--- src/rtl/rv32i_pkg.sv ---
// Shared RV32I register-file types used by the writeback queue and its forwarding lookup.
package rv32i_pkg;

    localparam int REG_AW = 5;
    localparam int XLEN   = 32;

    typedef struct packed {
        logic [REG_AW-1:0] rd;
        logic [XLEN-1:0]   data;
    } wb_entry_t;

endpackage

--- src/rtl/wbq_fwd_lookup.sv ---
// Combinational newest-first search of the valid queue entries for one source register.
module wbq_fwd_lookup
    import rv32i_pkg::*;
#(
    parameter int DEPTH = 4,
    parameter int AW    = 2
) (
    input  wb_entry_t [DEPTH-1:0] entries,
    input  logic [AW-1:0]         rd_ptr,
    input  logic [AW:0]           count,
    input  logic [REG_AW-1:0]     query,
    output logic                  hit,
    output logic [XLEN-1:0]       data
);

    logic [AW-1:0] idx;

    // Walk oldest to newest so the last match wins, i.e. the newest pending value.
    always_comb begin
        hit  = 1'b0;
        data = '0;
        idx  = '0;
        for (int i = 0; i < DEPTH; i++) begin
            idx = rd_ptr + AW'(i);
            if (((AW+1)'(i) < count) && (query != '0) && (entries[idx].rd == query)) begin
                hit  = 1'b1;
                data = entries[idx].data;
            end
        end
    end

endmodule

--- src/rtl/regfile_wb_queue.sv ---
// Writeback FIFO in front of the RV32I regfile write port, with two forwarding lookups
// so readers see writes that are still queued.
module regfile_wb_queue
    import rv32i_pkg::*;
#(
    parameter int DEPTH = 4,
    parameter int AW    = 2
) (
    input  logic              clk,
    input  logic              reset,
    input  logic              in_valid,
    output logic              in_ready,
    input  logic [REG_AW-1:0] in_rd,
    input  logic [XLEN-1:0]   in_data,
    input  logic              rf_stall,
    output logic              rf_we,
    output logic [REG_AW-1:0] rf_rd,
    output logic [XLEN-1:0]   rf_wrs3,
    input  logic [REG_AW-1:0] q_rs1,
    input  logic [REG_AW-1:0] q_rs2,
    output logic              fwd1_hit,
    output logic [XLEN-1:0]   fwd1_data,
    output logic              fwd2_hit,
    output logic [XLEN-1:0]   fwd2_data,
    output logic [AW:0]       count,
    output logic              empty,
    output logic              full
);

    wb_entry_t [DEPTH-1:0] mem;
    wb_entry_t             head;
    logic [AW-1:0]         rd_ptr;
    logic [AW-1:0]         wr_ptr;
    logic                  push;
    logic                  pop;

    assign empty    = (count == '0);
    assign full     = (count == (AW+1)'(DEPTH));
    assign in_ready = !full;

    // Writes to x0 complete the handshake but are never stored.
    assign push = in_valid && in_ready && (in_rd != '0);
    assign pop  = rf_we;

    assign head    = mem[rd_ptr];
    assign rf_we   = !empty && !rf_stall;
    assign rf_rd   = empty ? '0 : head.rd;
    assign rf_wrs3 = empty ? '0 : head.data;

    always_ff @(posedge clk) begin
        if (push) begin
            mem[wr_ptr] <= {in_rd, in_data};
        end
    end

    always_ff @(posedge clk or negedge reset) begin
        if (!reset) begin
            rd_ptr <= '0;
            wr_ptr <= '0;
            count  <= '0;
        end else begin
            if (push) begin
                wr_ptr <= wr_ptr + AW'(1);
            end
            if (pop) begin
                rd_ptr <= rd_ptr + AW'(1);
            end
            case ({push, pop})
                2'b10:   count <= count + (AW+1)'(1);
                2'b01:   count <= count - (AW+1)'(1);
                default: count <= count;
            endcase
        end
    end

    wbq_fwd_lookup #(.DEPTH(DEPTH), .AW(AW)) u_fwd1 (
        .entries (mem),
        .rd_ptr  (rd_ptr),
        .count   (count),
        .query   (q_rs1),
        .hit     (fwd1_hit),
        .data    (fwd1_data)
    );

    wbq_fwd_lookup #(.DEPTH(DEPTH), .AW(AW)) u_fwd2 (
        .entries (mem),
        .rd_ptr  (rd_ptr),
        .count   (count),
        .query   (q_rs2),
        .hit     (fwd2_hit),
        .data    (fwd2_data)
    );

endmodule
--- config.mk ---
export PLATFORM = sky130hd
export DESIGN_NAME = regfile_wb_queue
export DESIGN_NICKNAME = d
export VERILOG_FILES = /design/src/rtl/rv32i_pkg.sv /design/src/rtl/wbq_fwd_lookup.sv /design/src/rtl/regfile_wb_queue.sv
export SDC_FILE = /design/constraint.sdc
export NUM_CORES = 1
export LEC_CHECK = 0
export BUFFER_PORTS_ARGS = -buffer_cell sky130_fd_sc_hd__buf_2
export CAP_MARGIN = 10
export CELL_PAD_IN_SITES_DETAIL_PLACEMENT = 0
export CELL_PAD_IN_SITES_GLOBAL_PLACEMENT = 1
export CORE_MARGIN = 1.5
export CORE_UTILIZATION = 25
export CTS_BUF_LIST = sky130_fd_sc_hd__clkbuf_8
export CTS_CLUSTER_SIZE = 8
export DETAILED_ROUTE_END_ITERATION = 8
export MAX_ROUTING_LAYER = met4
export PLACE_DENSITY_LB_ADDON = 0.1
export SLEW_MARGIN = 10
export SYNTH_ARGS = -nofsm -noshare
export SYNTH_HDL_FRONTEND = slang
export SYNTH_SLANG_ARGS = --single-unit
--- constraint.sdc ---
create_clock -name clk -period 4.9 [get_ports clk]
set_input_delay 0.49 -clock clk [delete_from_list [all_inputs] [get_ports clk]]
set_output_delay 0.49 -clock clk [all_outputs]
set_load 0.02 [all_outputs]
==> results by stage <==
Outcome:
- The run finished with clean final reports.

Clocking:
- The tree is rooted in a clkbuf_8.
- TritonCTS built the clock tree.
- The clock insertion delay at the later pin of the skew report is 0.48 ns.
- The number of buffers created by CTS is 17.
- After clock tree synthesis, the clock-pin slew on the worst setup and hold paths is about 0.1 ns.
- The hold buffer count at CTS is 1.
- The quantity of gates resized following cts is 0.
- The post-CTS setup-driven buffer insertion count is 0.
- In this run the deepest clock path goes through 2 buffers.
- CTS built an H-tree with a depth of 4.
- Counting every sink on the clock net gives 155.

Pwr:
- The analysis attributes to cell leakage a power of 4.408 nW.
- In this run the power density over the cells is 663.1 mW/mm2.
- The peak supply drop is around 260 uV.
- Power comes to 8.637 mW.

Worst hold path:
- The instance count along the most critical hold path is 1.
- The class of the most critical hold timing path is in -> reg.
- The terminating pin of the worst hold path is mem[138]$_DFFE_PP_.
- The startpoint of the lowest-slack hold path is in_data[27].

Worst setup path:
- For the worst setup path, the data required time is 4.41 ns.
- The startpoint identified for the worst register-to-register timing path is count[0]$_DFFE_PN0P_.
- The slowest stage of the critical path is the dfrtp_4 cell.
- The worst register-to-register path ends at count[2]$_DFFE_PN0P_.
- Traced cell by cell, the critical path runs through mux4_1, xor2_1, nor4_4, and2_2, buf_12, a2111oi_0, nor3_1, buf_2.
- The endpoint kind of the worst setup timing path is an output port.
- The maximum fanout count along the critical path is 26.
- For the worst flop-to-flop path, the logic depth is 7.
- The cell depth of the worst setup path is 8.
- The critical path is of the reg -> out type.
- The largest stage delay on the critical path is 0.71 ns.
- At the worst endpoint, the arrival time is approximately 4.1 ns.
- The minimum setup slack among reg-to-reg paths is 2.34 ns.
- The element type at the critical path start is a register.
- The total buffers and inverters traversed by the critical path is 2.
- The family of cells with the greatest summed delay on the critical path is simple AND/OR/NAND/NOR gates.

Logic synthesis:
- The count of warnings emitted by yosys is 0.
- The gate count of the mapped netlist is 852.
- Of all cell types, the one taking the most synthesized area is edfxtp_1.
- Of the synthesized area, sequential elements account for 41.05%.
- Summed over its instances, the top area cell type makes up between 30% and 40% of the synthesized netlist area.
- The number of storage elements in the synthesis netlist is ~160.
- In this run the cell area of the synthesized design comes to 0.01125 mm2.
- The predominant post-synthesis flop cell is edfxtp_1.
- The number of nets in the synthesized netlist is slightly above 900.
- Counting distinct cell types in the post-synthesis netlist gives 53.
- After synthesis, the cell types taking the most area are edfxtp_1 39%, mux4_2 23%, mux2i_1 4.6%.
- Yosys mapped a number of flops with a built-in enable equal to 148.
- The mean post-synth cell area is 13.21 um2.
- In the synthesized netlist the async set-or-reset flop fraction comes to 4.516%.

Global routing:
- The initial antenna violation count is 3.
- Entering global routing, the biggest net connects slightly below 70 pins.
- The wire length of the first global-routing pass is around 56000 um.
- The global routing usage summed across all routing layers is 17.02%.
- The via count of the first global-routing pass was 8259.
- The overflow left after global routing is 0.

Layout:
- The number of standard cells in the layout, taps in and fillers out is 1577.
- The count of nets after finishing is 1029.
- Cells with a size suffix above 1 make up 38.80% of the layout.
- Fill cells in the final layout number 4603.
- The area growth from synthesis to layout is 15.76%.

Die:
- The effective utilization at floorplan is 25.39%.
- The overall die area is 0.04629 mm2.
- The standard cell core area is roughly 0.044 mm2.
- The vertical die dimension is 215.2 um.
- The number of cell rows is 77.
- From left edge to right edge, the die measures 215.2 um.
- During I/O placement, the number of pins put on the boundary was 161.

Timing:
- On the final layout, the worst hold slack is 0.2131 ns.
- Setup repair after global routing left no endpoint under its margin.
- The number of hold violations in the final report is 0.
- Adding up every negative setup slack in the final design gives 0 ns.
- The worst slew slack as a fraction of its limit is 35.14%.
- The maximum clock skew at final layout is 0.01191 ns.
- The max-slew violation total from the final report was 0.
- Static timing analysis puts the maximum clock frequency at 218.9 MHz.
- The share of the cycle needed by the critical path after routing is 93.22%.
- For the finished layout, the period the worst path requires is about 4.6 ns.
- Setup violations remaining at the end of the flow were counted as 0.
- At the pin with the least slew margin, the transition time is 0.9729 ns.

Placement:
- The congestion estimate from routability-driven global placement came to roughly 0.79.
- The count of buffers from port buffering is 160.
- The detailed-placement wirelength estimate is 25490 um.
- The number of placed instances, taps included is around 1500.

Run:
- The tool flagged a number of max-cap violations equal to 0.

Drt:
- After detailed routing, the average wire length per cell comes to 24.03 um.
- The number of violations reported at the end of detailed-routing iteration 0 is 493.
- The vias after detailed routing is 8117.
- In this run the remaining antenna-violating nets after routing total 0.
- After detailed routing, the number of vias per cell comes to 5.147.
- After detailed routing, the total wire length is about 38000 um.
- The first detailed-routing pass ran for 5 iterations.
- After detailed routing, the number of remaining DRC violations is 0.
[sequential cells by signal, indices dropped and copies added (netlist names)]
register	flops
count	3
mem	148
rd_ptr	2
wr_ptr	2
[report_power, final]
part           total, mW  internal (mW)  switching [mW]
Sequential          2.04           1.76           0.283
Clock               1.06          0.514           0.546
Combinational       5.54           2.28            3.26
[stage by stage]
stage | util (%) | cell area [um2] | setup WS, ns
after detailed placement | 28.40 | 12590 | 0.8509
after floorplan | - | 11250 | 1.751
after global placement | 28.40 | 12590 | 0.8550
after global routing | 29.39 | 13030 | 0.06749
after CTS | 29.37 | 13020 | 0.2862
final | 29.39 | 13030 | 0.3321
[final cells by class]
cell class / instances / area, um2 / area share, %
well taps: 592 / 740.7 / 5.687
multi-input cells: 603 / 6186 / 47.49
diodes: 3 / 7.507 / 0.05764
repair buffers: 182 / 1006 / 7.723
flip-flops and latches: 155 / 4627 / 35.52
inverters: 10 / 37.54 / 0.2882
clock inverters: 15 / 186.4 / 1.431
clock buffers: 17 / 234.0 / 1.796
[kinds of logic (layout without fill, tap and decap cells)]
logic type	after synthesis	after routing	share of synthesized area, %
simple gates	223	223	9.574
xor+xnor	46	46	3.647
buf+inv	94	224	4.414
compound gates	143	143	10.56
mux	182	182	29.75
fa+ha+maj	9	9	1.001
other cells	0	3	0
flops	155	155	41.05
[worst reg2reg max path, stage by stage, from the launching register on]
cell,delay [ns]
dfrtp_1,0.48
inv_1,0.12
ha_1,0.17
nor2b_4,0.71
nor2_1,0.30
ha_1,0.43
nor2_1,0.15
xnor2_1,0.12
[cell usage after synthesis, drive strengths merged, types with 5 or more instances]
library cell,number
buf,56
o211ai,26
and2,5
nor2,51
o21ai,9
mux4,120
nor3,11
nand4,7
o31ai,27
dfrtp,7
xor2,5
nand3,29
a21oi,22
edfxtp,148
a221oi,27
inv,10
nand2,71
clkbuf,28
xnor2,41
a211oi,9
nor2b,39
ha,9
mux2,10
mux2i,52
o221ai,5
[how the worst max path moves through the flow]
| stage | endpoint | from |
|---|---|---|
| final | fwd1_data[31] | rd_ptr[0]$_DFFE_PN0P_ |
| after CTS | fwd1_data[31] | rd_ptr[0]$_DFFE_PN0P_ |
| after detailed placement | fwd1_data[31] | rd_ptr[0]$_DFFE_PN0P_ |
| after floorplan | fwd1_data[8] | rd_ptr[0]$_DFFE_PN0P_ |
| after global placement | fwd1_data[31] | rd_ptr[0]$_DFFE_PN0P_ |
| after global routing | fwd1_data[27] | rd_ptr[0]$_DFFE_PN0P_ |
[routing by layer]
| layer | GRT usage (%) | up-vias | wire, um |
|---|---|---|---|
| met5 | - | - | 0 |
| met4 | 5.338 | 0 | 694 |
| met1 | 22.24 | 4189 | 17050 |
| met3 | 2.958 | 34 | 1735 |
| li1 | - | 3664 | - |
| met2 | 26.87 | 230 | 18420 |
[placed cells by master (no fill, tap or decap), types with 11 or more instances in the layout]
master | netlist | layout
xnor2_1 | 40 | 40
o31ai_2 | 11 | 11
o211ai_1 | 26 | 26
a21oi_1 | 22 | 22
nor2b_1 | 39 | 38
clkbuf_8 | 0 | 17
buf_4 | 7 | 18
nand2_1 | 71 | 71
mux4_2 | 117 | 117
buf_2 | 28 | 160
nand3_1 | 29 | 29
nor2_1 | 49 | 48
edfxtp_1 | 148 | 148
o31ai_1 | 16 | 16
a221oi_1 | 18 | 18
mux2i_1 | 52 | 52
(Power assumes the default switching activity.)
